**config.mk**
```make
export PLATFORM = sky130hd
export DESIGN_NAME = raster_stream_gen
export DESIGN_NICKNAME = d
export VERILOG_FILES = /design/src/rtl/raster_stream_gen_pkg.sv /design/src/rtl/raster_stream_gen.sv
export SDC_FILE = /design/constraint.sdc
export NUM_CORES = 1
export LEC_CHECK = 0
export CAP_MARGIN = 20
export CORE_ASPECT_RATIO = 1.1
export CORE_UTILIZATION = 45
export CTS_BUF_LIST = sky130_fd_sc_hd__clkbuf_4 sky130_fd_sc_hd__clkbuf_8
export DETAILED_ROUTE_END_ITERATION = 8
export PLACE_DENSITY = 0.82
export SYNTH_ARGS = -nofsm -noshare
export SYNTH_HDL_FRONTEND = slang
export SYNTH_SLANG_ARGS = --single-unit
export TNS_END_PERCENT = 10
```
**constraint.sdc**
```tcl
create_clock -name clock -period 3.15 [get_ports clock]
set_input_delay 0.945 -clock clock [delete_from_list [all_inputs] [get_ports clock]]
set_output_delay 0.945 -clock clock [all_outputs]
set_load 0.01 [all_outputs]
```
**src/rtl/raster_stream_gen_pkg.sv**
```systemverilog
// Shared widths and helpers for the raster stream generator.
// Coordinate/pixel widths come from the network_params.h macros; fallback values apply when absent.
`ifndef SCREEN_X_BITWIDTH
`define SCREEN_X_BITWIDTH 9
`endif
`ifndef SCREEN_Y_BITWIDTH
`define SCREEN_Y_BITWIDTH 8
`endif
`ifndef CAMERA_PIXEL_BITWIDTH
`define CAMERA_PIXEL_BITWIDTH 11
`endif

package raster_stream_gen_pkg;

  localparam int X_W   = `SCREEN_X_BITWIDTH + 1;
  localparam int Y_W   = `SCREEN_Y_BITWIDTH + 1;
  localparam int PIX_W = `CAMERA_PIXEL_BITWIDTH + 1;

  typedef logic [X_W-1:0]   coord_x_t;
  typedef logic [Y_W-1:0]   coord_y_t;
  typedef logic [PIX_W-1:0] pixel_t;

  // True when value is representable as an unsigned number of the given width.
  function automatic bit fits_width(input int value, input int width);
    return (value >= 0) && (longint'(value) < (longint'(1) << width));
  endfunction

endpackage

```
**src/rtl/raster_stream_gen.sv**
```systemverilog
// Raster pixel stream generator: accepts upstream pixels in raster order and tags them
// with screen coordinates, inserting horizontal/vertical blanking and frame strobes.
//
// state  | meaning
// IDLE   | stopped, counters held at 0, waiting for enable
// ACTIVE | accepting pixels of the current line (ready=1)
// HBLANK | free-running blank cycles appended to a line
// VBLANK | free-running blank lines appended to a frame
module raster_stream_gen
  import raster_stream_gen_pkg::*;
#(
  parameter int SCREEN_W = 320,
  parameter int SCREEN_H = 240,
  parameter int H_BLANK  = 16,
  parameter int V_BLANK  = 4
) (
  input  logic     clock,
  input  logic     reset,
  input  logic     enable,
  input  pixel_t   pixel_in,
  input  logic     pixel_in_valid,
  output logic     pixel_in_ready,
  output coord_x_t screen_x,
  output coord_y_t screen_y,
  output pixel_t   pixel_out,
  output logic     pixel_valid,
  output logic     frame_start,
  output logic     frame_done
);

  localparam logic [1:0] S_IDLE   = 2'd0;
  localparam logic [1:0] S_ACTIVE = 2'd1;
  localparam logic [1:0] S_HBLANK = 2'd2;
  localparam logic [1:0] S_VBLANK = 2'd3;

  localparam coord_x_t X_ACT_LAST   = coord_x_t'(SCREEN_W - 1);
  localparam coord_x_t X_LINE_LAST  = coord_x_t'(SCREEN_W + H_BLANK - 1);
  localparam coord_y_t Y_ACT_LAST   = coord_y_t'(SCREEN_H - 1);
  localparam coord_y_t Y_FRAME_LAST = coord_y_t'(SCREEN_H + V_BLANK - 1);
  localparam bit       HAS_HBLANK   = (H_BLANK > 0);
  localparam bit       HAS_VBLANK   = (V_BLANK > 0);

  if (!fits_width(SCREEN_W + H_BLANK, X_W) || !fits_width(SCREEN_H + V_BLANK, Y_W) ||
      SCREEN_W < 1 || SCREEN_H < 1 || H_BLANK < 0 || V_BLANK < 0) begin : g_bad_geometry
    $error("raster_stream_gen: screen geometry does not fit the coordinate widths");
  end

  logic [1:0] state, state_nxt;
  coord_x_t   x_cnt, x_nxt;
  coord_y_t   y_cnt, y_nxt;
  logic       transfer;
  logic       line_wrap;
  logic       frame_wrap;

  assign pixel_in_ready = (state == S_ACTIVE);
  assign transfer       = pixel_in_ready && pixel_in_valid;

  always_comb begin
    state_nxt  = state;
    x_nxt      = x_cnt;
    y_nxt      = y_cnt;
    line_wrap  = 1'b0;
    frame_wrap = 1'b0;

    case (state)
      S_IDLE: begin
        x_nxt = '0;
        y_nxt = '0;
        if (enable) state_nxt = S_ACTIVE;
      end
      S_ACTIVE: begin
        if (transfer) begin
          if (x_cnt != X_ACT_LAST) begin
            x_nxt = x_cnt + 1'b1;
          end else if (HAS_HBLANK) begin
            x_nxt     = x_cnt + 1'b1;
            state_nxt = S_HBLANK;
          end else begin
            line_wrap = 1'b1;
          end
        end
      end
      S_HBLANK: begin
        if (x_cnt == X_LINE_LAST) line_wrap = 1'b1;
        else                      x_nxt     = x_cnt + 1'b1;
      end
      S_VBLANK: begin
        if (x_cnt == X_LINE_LAST) begin
          x_nxt = '0;
          if (y_cnt == Y_FRAME_LAST) frame_wrap = 1'b1;
          else                       y_nxt      = y_cnt + 1'b1;
        end else begin
          x_nxt = x_cnt + 1'b1;
        end
      end
      default: state_nxt = S_IDLE;
    endcase

    // Zero-length blanking collapses straight into the next line or the next frame.
    if (line_wrap) begin
      x_nxt = '0;
      if (y_cnt != Y_ACT_LAST) begin
        y_nxt     = y_cnt + 1'b1;
        state_nxt = S_ACTIVE;
      end else if (HAS_VBLANK) begin
        y_nxt     = y_cnt + 1'b1;
        state_nxt = S_VBLANK;
      end else begin
        frame_wrap = 1'b1;
      end
    end

    // enable is only consulted here, so a frame in flight always completes.
    if (frame_wrap) begin
      x_nxt     = '0;
      y_nxt     = '0;
      state_nxt = enable ? S_ACTIVE : S_IDLE;
    end
  end

  always_ff @(posedge clock or negedge reset) begin
    if (!reset) begin
      state <= S_IDLE;
      x_cnt <= '0;
      y_cnt <= '0;
    end else begin
      state <= state_nxt;
      x_cnt <= x_nxt;
      y_cnt <= y_nxt;
    end
  end

  always_ff @(posedge clock or negedge reset) begin
    if (!reset) begin
      screen_x    <= '0;
      screen_y    <= '0;
      pixel_out   <= '0;
      pixel_valid <= 1'b0;
      frame_start <= 1'b0;
      frame_done  <= 1'b0;
    end else begin
      pixel_valid <= transfer;
      frame_start <= transfer && (x_cnt == '0) && (y_cnt == '0);
      frame_done  <= frame_wrap;
      if (transfer) begin
        pixel_out <= pixel_in;
        screen_x  <= x_cnt;
        screen_y  <= y_cnt;
      end else if (state == S_HBLANK || state == S_VBLANK) begin
        screen_x <= x_cnt;
        screen_y <= y_cnt;
      end
    end
  end

endmodule

```
# Word-level counts from Yosys, hierarchy flattened
# Index checks and enable logic that the tools add are counted.
word_totals:
  ff_bits: 55
  latchBits: 0
  ram_bits: 0
  rom_bits: 0
  input_bits: 16
  output_inout_bits: 35
  elab_cells: 65
  mem_count: 0
classes:
  n_addsub: 2
  multipliers: 0
  div: 0
  order_cmp: 0
  n_eq_ne: 13
  shift: 0
  muxes: 28
  bitwise: 0
  n_reduce_logical: 13
op_table:
  columns: ["operator", "n"]
  rows:
  - ["$mux W10", 7]
  - ["$mux W9", 6]
  - ["$pmux W10 S4", 1]
  - ["$ne A4 B4 Y1 const B", 5]
  - ["$pmux W9 S2", 1]
  - ["$mux W2", 6]
  - ["$add A10 B1 Y10 const B", 1]
  - ["$eq A10 B9 Y1 const B", 1]
  - ["$logic_not A10 Y1", 1]
  - ["$ne A10 B9 Y1 const B", 1]
  - ["$add A9 B1 Y9 const B", 1]
  - ["$eq A9 B8 Y1 const B", 1]
  - ["$logic_not A9 Y1", 1]
  - ["$ne A9 B8 Y1 const B", 1]
  - ["$reduce_bool A4 Y1", 2]
  - ["$mux W1", 6]
  - ["$eq A2 B2 Y1 const B", 2]
  - ["$ne A4 B1 Y1 const B", 1]
  - ["$pmux W2 S2", 1]
  - ["$reduce_and A4 Y1", 1]
  - ["$logic_and A1 B1 Y1", 3]
  - ["$reduce_and A3 Y1", 1]
  - ["$eq A2 B1 Y1 const B", 1]
  - ["$logic_not A2 Y1", 1]
  - ["3 further kinds", 3]

# Depth between registers and ports, before layout
logic_depth:
  depth_word: 6
  depth_mapped: 8
  mapped_depth_nobuf: 7

# Worst setup path after synthesis
# OpenSTA, ideal clock, no wires.
synth_timing:
  path_kind: "input-to-reg"
  startpoint: "input pixel_in_valid"
  endpoint: "register screen_x[2]"
  setup_ns: 0.125
  t_arrival_ns: 2.303
  required_time_ns: 3.025
  path_slack_ns: 0.723
  cell_stages: 5
  path_buffers: 2
  path_cell_list: "and2_1 > clkbuf_1 > nor3_1 > buf_2 > mux2_2"
synth_between:
  elab_chain_cells: 2
  elab_cells_between_ends: 3
  classes_between: "mux: 1; reduce/logical: 2"
synth_rtl:
  columns: ["item", "line", "rtl"]
  rows:
  - ["start, declared", "raster_stream_gen.sv:21", "input logic pixel_in_valid,"]
  - ["$logic_and A1 B1 Y1 (*)", "raster_stream_gen.sv:56", "assign transfer = pixel_in_ready && pixel_in_valid;"]
  - ["$mux W10 or $reduce_bool A2 Y1 (tied branches)", null, null]
  - ["end signal, assigned", "raster_stream_gen.sv:147", "screen_x <= x_cnt;"]
  - ["end signal, assigned", "raster_stream_gen.sv:150", "screen_x <= x_cnt;"]
  - ["end, declared", "raster_stream_gen.sv:23", "output coord_x_t screen_x,"]
# Mark *: on every way between the ends. The rest lies on a longest branch, timed or not.
# A chain may end at the register's enable or synchronous reset.

# Final worst setup path
layout_timing:
  startpoint: "register state[1]"
  endpoint: "output pixel_in_ready"
layout_between:
  elab_chain_cells: 1
layout_rtl:
  columns: ["item", "line", "rtl"]
  rows:
  - ["start, declared", "raster_stream_gen.sv:48", "logic [1:0] state, state_nxt;"]
  - ["start signal, assigned", "raster_stream_gen.sv:127", "state <= state_nxt;"]
  - ["$eq A2 B1 Y1", "raster_stream_gen.sv:55", "assign pixel_in_ready = (state == S_ACTIVE);"]
  - ["end, declared", "raster_stream_gen.sv:22", "output logic pixel_in_ready,"]
# Every way passes these cells.

==> impl_metrics.py <==
metrics = {
    "cells_and_area": {
        "mostFrequentLayoutCells": "55 x dfrtp_1, 49 x clkdlybuf4s50_1, 28 x mux2_2",
        "fin_nets": 321,
        "synthToLayoutAreaGrowth_pct": 24.4,
        "fill_cells": 516,
        "drive_gt1_frac": 0.172,
        "antenna_cells": 0,
        "final_common_cell": "dfrtp_1",
    },
    "run_status": {
        "status": "complete, no violations",
    },
    "sta": {
        "tns_ns": 0,
        "slew-limit-headroom": 0.565,
        "hold_viol": 0,
        "period_minus_slack_ns": 2.83,
        "drv_slew": 0,
        "clock.fmax_mhz": 353,
        "skew_ns": 0.00636,
        "finalSetupViolCount": 0,
        "fin_crit_sh": 0.900,
        "worst_slew_pin_slew_ns": 0.653,
        "rsz0062_at_grt": "no",
    },
    "logic_synthesis": {
        "ys_types": 48,
        "synth_top_area_frac": 0.495,
        "synth_cells": 244,
        "synthTopCellsByArea": "dfrtp_1 50%, mux2_2 11%, ha_1 4.5%, o21ai_0 3.2%, a22o_1 2.5%",
        "yosysWarnings": 0,
        "ys_ff_latch": 55,
        "yosysSeqAreaShare": 0.495,
        "avgSynthCellArea_um2": 11.4,
        "yosysTopAreaCell": "dfrtp_1",
        "syn-cell-area_um2": 2780,
        "syn_nets": 270,
    },
    "grt": {
        "grt_pass1_vias": 2019,
        "gr-total-overflow": 0,
        "grt_antenna_before_repair": 0,
        "grt_start_max_net_pins": 31,
        "grt_usage": 0.192,
        "grt_pass1_wl_um": 9780,
    },
    "worst_setup_path": {
        "crit_required_ns": 2.20,
        "worstPathArrival_ns": 1.89,
        "ff2ff_setup_slack_ns": 0.63,
        "critPathMaxFanout": 7,
        "r2r_end": "y_cnt[0]$_DFFE_PN0P_",
        "end_kind": "primary output",
        "reg2reg_depth": 5,
        "r2r-start": "x_cnt[7]$_DFFE_PN0P_",
        "startpoint_type": "register",
        "criticalPathCategory": "register to primary output",
    },
    "detailed_routing": {
        "dr_total_vias": 2071,
        "initialDrtViolationCount": 115,
        "first_pass_iters": 4,
        "ant_nets": 0,
        "drt-vias-per-instance": 5.55,
        "drc": 0,
        "drt-total-wl_um": 5780,
        "wl_per_cell_um": 15.5,
    },
    "floorplanning": {
        "initial_utilization": 0.473,
        "rows": 29,
        "fp.dieArea_um2": 6500,
        "core-area_um2": 5880,
        "die_w_um": 76.9,
        "pin_count": 51,
        "dieHeight_um": 84.4,
    },
    "pwr": {
        "powerDensity_nw_per_um2": 723,
        "power.total_mw": 2.50,
        "p_leak_nw": 1.49,
        "vdd_drop_max_mv": 0.364,
    },
    "cts": {
        "ctsLongestPathBuffers": 2,
        "cts-resized-gates": 0,
        "post-cts-setup-buffers": 0,
        "cts_tree": "done",
        "clk_latency_ns": 0.31,
        "root_buffer": "clkbuf_8",
        "cts_htree_levels": 2,
        "cts_buffers": 5,
        "path_clk_slew_ns": 0.10,
        "holdBufCountCts": 0,
        "clock_sinks": 55,
    },
    "worst_hold_path": {
        "hp-start": "screen_y[1]$_DFFE_PN0P_",
        "worstHoldEndpoint": "screen_y[1]$_DFFE_PN0P_",
        "whs_path_depth": 2,
        "holdCritPathClass": "register to register",
    },
    "placed_design": {
        "numPortBuffers": 50,
        "dpl.hpwl_um": 4280,
        "gp_congestion": 0.869,
    },
    "run": {
        "cap_violations": 0,
    },
}
[Yosys cell counts (all sizes together)]
cell	instances
clkbuf	5
or3	1
xor2	1
o41a	1
nand2b	2
inv	10
nand3	9
nand4	1
o21ai	18
o22a	1
nor4	9
nor2b	4
o41ai	3
nor4bb	1
a21oi	6
or2	1
o211ai	1
o22ai	3
nor2	11
or3b	2
nor3	9
o31ai	2
dfrtp	55
mux2	29
nand2	17
nand4bb	1
a21o	1
a22o	8
o311ai	1
ha	10
buf	5
a211o	1
o32ai	1
and2	2
and3	4
o2bb2a	1
or4	1
nand3b	1
mux2i	4
o2bb2ai	1
[power breakdown]
part / internal [mW] / switching [mW]
registers: 0.866 / 0.145
clock network: 0.161 / 0.241
logic: 0.540 / 0.548
[worst max-delay path, stage by stage (launching register included)]
cell	delay (ns)
dfrtp_1	0.45
inv_1	0.20
ha_1	0.34
clkdlybuf4s50_1	0.59
[area by class of cell]
type | instances | area, µm² | area share
flip-flops and latches | 55 | 1380 | 0.398
multi-input cells | 169 | 1320 | 0.381
repair buffers | 54 | 538 | 0.156
well taps | 77 | 96.3 | 0.0278
clock buffers | 5 | 68.8 | 0.0199
inverters | 10 | 37.5 | 0.0108
clock inverters | 3 | 23.8 | 0.00687
[stage by stage]
stage / setup WS, ns / std cells / hold slack, ns / cell area [µm²] / utilization
6_report: 0.316 / 373 / 0.502 / 3460 / 0.589
5_1_grt: 0.231 / 373 / 0.532 / 3460 / 0.589
4_1_cts: 0.320 / 373 / 0.508 / 3460 / 0.589
3_5_place_dp: 0.510 / 365 / 0.484 / 3370 / 0.573
3_3_place_gp: 0.551 / 365 / 0.474 / 3370 / 0.573
2_1_floorplan: 0.723 / 244 / 0.506 / 2780 / -
[registers in the layout (all words and copies together) (netlist names)]
name / flops
x_cnt: 10
state: 2
y_cnt: 9
pixel_valid: 1
screen_y: 9
pixel_out: 12
frame_start: 1
frame_done: 1
screen_x: 10
[layer usage]
| layer | part of all wire | track usage | vias up |
|---|---|---|---|
| met4 | 0.024 | 0.0822 | 0 |
| met2 | 0.49 | 0.304 | 45 |
| met1 | 0.45 | 0.249 | 1017 |
| met3 | 0.039 | 0.0500 | 12 |
| met5 | 0 | 0 | - |
| li1 | - | - | 997 |
[how the worst max path moves through the flow]
| stage | startpoint | end | slack, ns |
|---|---|---|---|
| after floorplan | pixel_in_valid | screen_x[2]$_DFFE_PN0P_ | 0.72 |
| after global placement | pixel_in_valid | state[1]$_DFFE_PN0P_ | 0.55 |
| after detailed placement | pixel_in_valid | state[1]$_DFFE_PN0P_ | 0.51 |
| after CTS | state[1]$_DFFE_PN0P_ | pixel_in_ready | 0.32 |
| after global routing | state[1]$_DFFE_PN0P_ | pixel_in_ready | 0.23 |
| final | state[1]$_DFFE_PN0P_ | pixel_in_ready | 0.32 |
[cell families after synthesis]
kind of cell             synth area share
flip-flops                          0.495
adder cells (fa/ha/maj)            0.0450
AO/OA/AOI/OAI                       0.128
multiplexers                        0.132
XOR/XNOR                          0.00315
AND/OR/NAND/NOR                     0.164
buffers and inverters              0.0324
No activity file was read; power rests on OpenSTA's default activity.
